[config.mk]
export PLATFORM = sky130hd
export DESIGN_NAME = instr_fetch_flat
export DESIGN_NICKNAME = d
export VERILOG_FILES = /design/src/rtl/instr_fetch_if.sv /design/src/rtl/instr_fetch.sv /design/src/flat_wrapper.sv
export SDC_FILE = /design/constraint.sdc
export NUM_CORES = 1
export LEC_CHECK = 0
export CORE_MARGIN = 1.5
export CORE_UTILIZATION = 48
export CTS_CLUSTER_DIAMETER = 150
export DETAILED_ROUTE_END_ITERATION = 12
export GPL_TIMING_DRIVEN = 0
export MAX_ROUTING_LAYER = met4
export PLACE_DENSITY = 0.81
export SYNTH_ARGS = -nofsm -noshare
export SYNTH_HDL_FRONTEND = slang
export SYNTH_SLANG_ARGS = --single-unit
[constraint.sdc]
create_clock -name clk -period 4.1 [get_ports clk]
set_input_delay 1.025 -clock clk [delete_from_list [all_inputs] [get_ports clk]]
set_output_delay 1.025 -clock clk [all_outputs]
set_load 0.1 [all_outputs]
[src/rtl/instr_fetch_if.sv]
// instr_fetch_if: instruction-cache port, decode redirect requests and IF/ID register outputs of the fetch stage.
interface instr_fetch_if #(parameter int ADDR_W = 30);
   logic              icache_ren;
   logic [ADDR_W-1:0] icache_addr;
   logic [31:0]       icache_rdata;
   logic              icache_stall;
   logic              id_stall;
   logic              redir_branch;
   logic              redir_jump;
   logic              redir_jr;
   logic [ADDR_W-1:0] redir_pc1;
   logic [15:0]       redir_imm;
   logic [25:0]       redir_jidx;
   logic [31:0]       redir_jr_tgt;
   logic              if_valid;
   logic [31:0]       if_instr;
   logic [ADDR_W-1:0] if_pc1;
   modport master (
      output icache_ren, icache_addr, if_valid, if_instr, if_pc1,
      input  icache_rdata, icache_stall, id_stall, redir_branch, redir_jump,
             redir_jr, redir_pc1, redir_imm, redir_jidx, redir_jr_tgt
   );
   modport slave (
      input  icache_ren, icache_addr, if_valid, if_instr, if_pc1,
      output icache_rdata, icache_stall, id_stall, redir_branch, redir_jump,
             redir_jr, redir_pc1, redir_imm, redir_jidx, redir_jr_tgt
   );
endinterface

[src/rtl/instr_fetch.sv]
// instr_fetch: MIPS fetch stage; holds the PC, reads the I-cache and fills IF/ID,
// redirecting on JR/J/taken-branch and draining an outstanding miss before a redirect takes effect.
module instr_fetch #(
   parameter int                ADDR_W   = 30,
   parameter logic [ADDR_W-1:0] RESET_PC = '0
) (
   input logic          clk,
   input logic          rst,
   instr_fetch_if.master bus
);
   typedef enum logic {RUN, DRAIN} state_t;
   state_t            state, state_d;
   logic [ADDR_W-1:0] pc, pc_d, pend_pc, pend_d, pc1, pc1_d, target;
   logic [31:0]       instr, instr_d;
   logic              valid, valid_d, redir;
   logic              unused_jr_lsbs;
   assign unused_jr_lsbs = ^bus.redir_jr_tgt[1:0];
   assign redir = bus.redir_jr | bus.redir_jump | bus.redir_branch;
   always_comb
      target = bus.redir_jr   ? bus.redir_jr_tgt[ADDR_W+1:2] :
               bus.redir_jump ? {bus.redir_pc1[ADDR_W-1:26], bus.redir_jidx} :
                                bus.redir_pc1 + {{(ADDR_W-16){bus.redir_imm[15]}}, bus.redir_imm};
   always_comb begin
      state_d = state;
      pc_d    = pc;
      pend_d  = pend_pc;
      valid_d = valid;
      instr_d = instr;
      pc1_d   = pc1;
      if (state == DRAIN) begin
         // the miss data belongs to the wrong path, so it is dropped
         valid_d = 1'b0;
         if (!bus.icache_stall) begin
            pc_d    = pend_pc;
            state_d = RUN;
         end
      end else if (redir) begin
         valid_d = 1'b0;
         if (bus.icache_stall) begin
            pend_d  = target;
            state_d = DRAIN;
         end else begin
            pc_d    = target;
            instr_d = '0;
         end
      end else if (bus.icache_stall) begin
         valid_d = bus.id_stall & valid;
      end else if (!bus.id_stall) begin
         instr_d = bus.icache_rdata;
         pc1_d   = pc + ADDR_W'(1);
         valid_d = 1'b1;
         pc_d    = pc + ADDR_W'(1);
      end
   end
   always_ff @(posedge clk) begin
      if (rst) begin
         state   <= RUN;
         pc      <= RESET_PC;
         pend_pc <= '0;
         valid   <= 1'b0;
         instr   <= '0;
         pc1     <= '0;
      end else begin
         state   <= state_d;
         pc      <= pc_d;
         pend_pc <= pend_d;
         valid   <= valid_d;
         instr   <= instr_d;
         pc1     <= pc1_d;
      end
   end
   assign bus.icache_ren  = ~rst;
   assign bus.icache_addr = pc;
   assign bus.if_valid    = valid;
   assign bus.if_instr    = instr;
   assign bus.if_pc1      = pc1;
endmodule

[src/flat_wrapper.sv]
// flat-port wrapper written by rule: the top's interface ports become plain ports
module instr_fetch_flat 
#(
   parameter int                ADDR_W   = 30,
   parameter logic [ADDR_W-1:0] RESET_PC = '0
)
  (clk, rst, bus_icache_ren, bus_icache_addr, bus_if_valid, bus_if_instr, bus_if_pc1, bus_icache_rdata, bus_icache_stall, bus_id_stall, bus_redir_branch, bus_redir_jump, bus_redir_jr, bus_redir_pc1, bus_redir_imm, bus_redir_jidx, bus_redir_jr_tgt);
  instr_fetch_if #(.ADDR_W(ADDR_W)) bus_i ();
  input logic clk;
  input logic rst;
  output wire logic [$bits(bus_i.icache_ren)-1:0] bus_icache_ren;
  output wire logic [$bits(bus_i.icache_addr)-1:0] bus_icache_addr;
  output wire logic [$bits(bus_i.if_valid)-1:0] bus_if_valid;
  output wire logic [$bits(bus_i.if_instr)-1:0] bus_if_instr;
  output wire logic [$bits(bus_i.if_pc1)-1:0] bus_if_pc1;
  input wire logic [$bits(bus_i.icache_rdata)-1:0] bus_icache_rdata;
  input wire logic [$bits(bus_i.icache_stall)-1:0] bus_icache_stall;
  input wire logic [$bits(bus_i.id_stall)-1:0] bus_id_stall;
  input wire logic [$bits(bus_i.redir_branch)-1:0] bus_redir_branch;
  input wire logic [$bits(bus_i.redir_jump)-1:0] bus_redir_jump;
  input wire logic [$bits(bus_i.redir_jr)-1:0] bus_redir_jr;
  input wire logic [$bits(bus_i.redir_pc1)-1:0] bus_redir_pc1;
  input wire logic [$bits(bus_i.redir_imm)-1:0] bus_redir_imm;
  input wire logic [$bits(bus_i.redir_jidx)-1:0] bus_redir_jidx;
  input wire logic [$bits(bus_i.redir_jr_tgt)-1:0] bus_redir_jr_tgt;
  assign bus_icache_ren = bus_i.icache_ren;
  assign bus_icache_addr = bus_i.icache_addr;
  assign bus_if_valid = bus_i.if_valid;
  assign bus_if_instr = bus_i.if_instr;
  assign bus_if_pc1 = bus_i.if_pc1;
  assign bus_i.icache_rdata = bus_icache_rdata;
  assign bus_i.icache_stall = bus_icache_stall;
  assign bus_i.id_stall = bus_id_stall;
  assign bus_i.redir_branch = bus_redir_branch;
  assign bus_i.redir_jump = bus_redir_jump;
  assign bus_i.redir_jr = bus_redir_jr;
  assign bus_i.redir_pc1 = bus_redir_pc1;
  assign bus_i.redir_imm = bus_redir_imm;
  assign bus_i.redir_jidx = bus_redir_jidx;
  assign bus_i.redir_jr_tgt = bus_redir_jr_tgt;
  instr_fetch #(.ADDR_W(ADDR_W), .RESET_PC(RESET_PC)) u_core (.clk(clk), .rst(rst), .bus(bus_i));
endmodule
Word level (Yosys, flattened, before mapping)
Index checks and enable logic that the tools add are counted.
{"block": "word_totals", "register_bits": 124, "inputBits": 143, "output_inout_bits": 94, "wordCells": 41}
{"block": "op_classes", "addsub": 2, "eq_ne": 3, "mux": 17, "bitwise_logic": 8, "reduce_logical": 5}
{"operator": "2-to-1 mux 30 bit", "count": 8}
{"operator": "2-to-1 mux 32 bit", "count": 4}
{"operator": "adder 30 x 1 -> 30 bit, second input constant", "count": 1}
{"operator": "adder 30 bit", "count": 1}
{"operator": "AND reduction 3 bit", "count": 2}
{"operator": "2-to-1 mux 1 bit", "count": 5}
{"operator": "NOT 1 bit", "count": 5}
{"operator": "AND reduction 4 bit", "count": 1}
{"operator": "inequality test 3 x 1 -> 1 bit, second input constant", "count": 1}
{"operator": "OR reduction 3 bit", "count": 1}
{"operator": "inequality test 2 x 1 -> 1 bit, second input constant", "count": 1}
{"operator": "inequality test 2 bit, second input constant", "count": 1}
{"operator": "OR 1 bit", "count": 2}
{"operator": "AND reduction 2 bit", "count": 1}
{"operator": "bitwise AND 1 bit", "count": 1}

Logic depth before layout (Yosys ltp)
{"block": "logic_depth", "word_depth": 6, "ltp_mapped": 10}

Worst setup path after synthesis
Ideal clock, no wire load.
{"block": "synth_path", "path_type": "input to register", "from": "input port bus_redir_imm[15]", "to": "register u_core.pc[29] (netlist: u_core.bus.icache_addr[29])", "arrival_ns": 3.072, "t_required_ns": 3.970, "slack_ns": 0.898, "path_stages": 10, "path_buffers": 1, "path_cell_list": "ha_1 > buf_6 > and3_4 > a221o_1 > o31ai_2 > a21oi_1 > or4_4 > nand4_1 > nor3b_2 > o22ai_1"}
{"block": "synth_via", "elab_chain_len": 6}
{"item": "start: declaration", "line_no": "flat_wrapper.sv:23", "text": "input wire logic [$bits(bus_i.redir_imm)-1:0] bus_redir_imm;"}
{"item": "adder 30 bit", "line_no": "instr_fetch.sv:22", "text": "bus.redir_pc1 + {{(ADDR_W-16){bus.redir_imm[15]}}, bus.redir_imm};"}
{"item": "2-to-1 mux 30 bit", "line_no": "instr_fetch.sv:21", "text": "bus.redir_jump ? {bus.redir_pc1[ADDR_W-1:26], bus.redir_jidx} :"}
{"item": "2-to-1 mux 30 bit", "line_no": "instr_fetch.sv:20", "text": "target = bus.redir_jr ? bus.redir_jr_tgt[ADDR_W+1:2] :"}
{"item": "2-to-1 mux 30 bit", "line_no": "instr_fetch.sv:39", "text": "if (bus.icache_stall) begin"}
{"item": "2-to-1 mux 30 bit", "line_no": "instr_fetch.sv:37", "text": "end else if (redir) begin"}
{"item": "2-to-1 mux 30 bit", "line_no": "instr_fetch.sv:30", "text": "if (state == DRAIN) begin"}
{"item": "end signal: assignment", "line_no": "instr_fetch.sv:65", "text": "pc <= pc_d;"}
{"item": "end: declaration", "line_no": "instr_fetch.sv:13", "text": "logic [ADDR_W-1:0] pc, pc_d, pend_pc, pend_d, pc1, pc1_d, target;"}
No other way between the ends. The select of a mux whose other input is x is not followed.
A chain may end at the register's enable or synchronous reset.

Worst setup path in the final report
{"block": "layout_path", "from": "input port rst", "to": "output port bus_icache_ren"}
{"block": "layout_via", "elab_chain_len": 1}
{"item": "start: declaration", "line_no": "flat_wrapper.sv:10", "text": "input logic rst;"}
{"item": "NOT 1 bit", "line_no": "instr_fetch.sv:72", "text": "assign bus.icache_ren = ~rst;"}
{"item": "end: declaration", "line_no": "flat_wrapper.sv:11", "text": "output wire logic [$bits(bus_i.icache_ren)-1:0] bus_icache_ren;"}
No other way between the ends.

==> flow_metrics.tcl <==
set metrics [dict create \
    synth_common_cells "124 x dfxtp_1, 123 x nand2_1, 119 x a21oi_1" \
    die_h_um 132 \
    fmaxAchievable_mhz 244 \
    drt-vias-per-instance 6.06 \
    worstHoldStart "u_core.bus.if_instr[28]$_SDFFE_PP0P_" \
    rsz0062_at_grt "false" \
    r2r_slack_ns 1.40 \
    numCtsBuffers 17 \
    worstMarginPinSlew_ns 1.02 \
    grt_pass1_wl_um 47700 \
    num_rows 46 \
    synth_seq_cells 124 \
    fin_nets 1477 \
    worst_slack_ns -0.00164 \
    synthXorXnorAreaFrac_pct 4.30 \
    synthesis.nets 1225 \
    dp_hpwl_um 23300 \
    detail-route-antenna-nets 0 \
    cts_root_buf "clkbuf_16" \
    final_cells 1531 \
    hold_viol 0 \
    dr.pass1.iters 7 \
    synth_flop_cell "dfxtp_1" \
    start_util_pct 49.6 \
    synth.most_common_cell "dfxtp_1" \
    htree_num_levels 4 \
    synth_area_leaders "dfxtp_1 31%, a21oi_1 7.5%, nand2_1 5.8%" \
    diodes 0 \
    clk_pin_slew_ns 0.06 \
    post-route-min-period_ns 4.10 \
    io_pins 237 \
    synth_edf_count 0 \
    yosysTopAreaCellShare_pct 31.2 \
    wl_per_cell_um 19.9 \
    drtIter0Drc 870 \
    final.period_utilization_pct 100 \
    drive_above_1_share_pct 5.02 \
    p_leak_nw 4.05 \
    synth_compound_area_share_pct 27.8 \
    gp_congestion 0.961 \
    syn_to_final_growth_pct 40.2 \
    hold_class "flip-flop to flip-flop" \
    synth.yosys.seq_area_share_pct 31.2 \
    die_area_mm2 0.0173 \
    drc_errors 0 \
    power_density_mw_per_mm2 368 \
    post_synth_num_cell_types 78 \
    r2r_start "u_core.bus.icache_addr[14]$_SDFFE_PP0P_" \
    syn-cell-area_mm2 0.00794 \
    synth_top_family_by_area "compound AO/OA/AOI/OAI gates" \
    insertion_delay_ns 0.42 \
    status "finished, violations left" \
    place_ws_ns -0.357 \
    grt.overflow.total 0 \
    setup.worst_path.end_class "output port" \
    muxShareOfSynthArea_pct 1.64 \
    fin_setup_tns_ns -0.00164 \
    relSlewSlack_pct 31.9 \
    cp-start-kind "input port" \
    cts.sinks 124 \
    r2r-end "u_core.bus.icache_addr[25]$_SDFFE_PP0P_" \
    drv_slew 0 \
    grtUsageTotal_pct 35.4 \
    synthAdderAreaFrac_pct 4.98 \
    fin_skew_ns 0.00697 \
    netlist_instances 1051 \
    antenna_found_initial 0 \
    crit_type "input port to output port" \
    max_cap_viol_count 0 \
    syn_avg_cell_area_um2 7.56 \
    hold_path_depth 2 \
    grt_max_degree 19 \
    dp_cells 1500 \
    cts_tree "done" \
    port-buffer-count 233 \
    yosys.area_share.simple_pct 24.7 \
    vias 9280 \
    yosys_warnings 0 \
    grt_pass1_vias 8927 \
    peakVddDrop_uv 303 \
    total_power_mw 4.10 \
    setup_viol 1 \
    dieWidth_um 132 \
    postCtsSetupBuffers 0 \
    violations "setup timing" \
    ys_async_sr_fraction_pct 0 \
    coreArea_mm2 0.0160 \
    arrival_ns 3.08 \
    totalWireLength_um 30400 \
    critPathMaxFanout 10 \
    clockBufferDepth 2 \
    worstPathRequired_ns 3.07 \
    yosysTopAreaCell "dfxtp_1" \
    reg2regPathDepth 8 \
    whs_endpoint "u_core.bus.if_instr[28]$_SDFFE_PP0P_" \
]
worst max path at each step:
stage                 startpoint                                      end  slack, ns  cells past startpoint
2_1_floorplan  bus_redir_imm[15]  u_core.bus.icache_addr[29]$_SDFFE_PP0P_       0.90                     10
3_3_place_gp   bus_redir_imm[15]  u_core.bus.icache_addr[19]$_SDFFE_PP0P_      -0.34                     11
3_5_place_dp   bus_redir_imm[15]  u_core.bus.icache_addr[19]$_SDFFE_PP0P_      -0.36                     11
4_1_cts        bus_redir_imm[15]  u_core.bus.icache_addr[19]$_SDFFE_PP0P_       0.04                     11
5_1_grt                      rst                           bus_icache_ren       0.01                      5
6_report                     rst                           bus_icache_ren     -0.002                      5
repair_timing:
action	CTS	global route
endpoints found under the hold margin	0	0
hold buffers	0	0
endpoints found under the setup margin	1	14
gates resized for setup	1	2
report_power, final:
group	internal, mW	switching (mW)	total (mW)
sequential	1.27	0.0690	1.34
combinational	0.429	0.795	1.22
clock	1.01	0.524	1.53
cell usage in the layout (no fill, tap or decap), types with 13 or more instances in the layout:
| cell | instances |
|---|---|
| clkbuf_16 | 17 |
| buf_1 | 15 |
| and3_1 | 13 |
| inv_1 | 17 |
| xor2_1 | 17 |
| clkdlybuf4s50_1 | 231 |
| a211oi_1 | 39 |
| ha_1 | 30 |
| clkbuf_1 | 51 |
| nand2_1 | 123 |
| nand3_1 | 72 |
| nor3_1 | 27 |
| dfxtp_1 | 124 |
| a21o_1 | 18 |
| mux2i_1 | 13 |
| o21ai_0 | 55 |
| xnor2_1 | 22 |
| a21oi_1 | 119 |
| nor2_1 | 92 |
cell families (layout without fill, tap and decap cells):
kind of cell | Yosys count | in the layout
simple gates | 407 | 407
compound gates | 340 | 340
flops | 124 | 124
buf+inv | 97 | 361
xor+xnor | 39 | 39
fa+ha+maj | 31 | 31
mux | 13 | 13
critical path, stage by stage:
cell and delay [ns]:
clkbuf_1 0.27, inv_1 0.14, clkbuf_1 0.48, buf_4 0.30
clkdlybuf4s15_1 0.85
final cells by class:
| type | count | area [um^2] |
|---|---|---|
| repair buffers | 233 | 2330 |
| plain buffers | 80 | 357 |
| clock inverters | 8 | 143 |
| multi-input cells | 830 | 5040 |
| clock buffers | 23 | 448 |
| well taps | 216 | 270 |
| fillers | 1376 | 4860 |
| flip-flops and latches | 124 | 2480 |
| inverters | 17 | 63.8 |
layer usage:
metal / track usage (%) / up-vias / wire, um
met5: - / - / 0
met4: 14.1 / 0 / 973
met3: 5.59 / 93 / 3120
met2: 56.4 / 598 / 14000
met1: 45.1 / 4232 / 12300
li1: - / 4357 / -
flip-flops by register name, summed over array words and instances (netlist names):
register / count
u_core.bus.if_instr: 32
u_core.bus.icache_addr: 30
u_core.bus.if_pc1: 30
u_core.pend_pc: 30
u_core.bus.if_valid: 1
u_core.state: 1
per-stage QoR:
| step | area [um^2] | hold WS (ns) | utilization [%] |
|---|---|---|---|
| after floorplan | 7940 | 0.431 | - |
| after global placement | 10500 | 0.437 | 65.9 |
| after detailed placement | 10500 | 0.442 | 65.9 |
| after CTS | 11100 | 0.449 | 69.6 |
| after global routing | 11100 | 0.467 | 69.6 |
| final | 11100 | 0.449 | 69.6 |
Note: power is estimated with default switching activity, not from simulation.
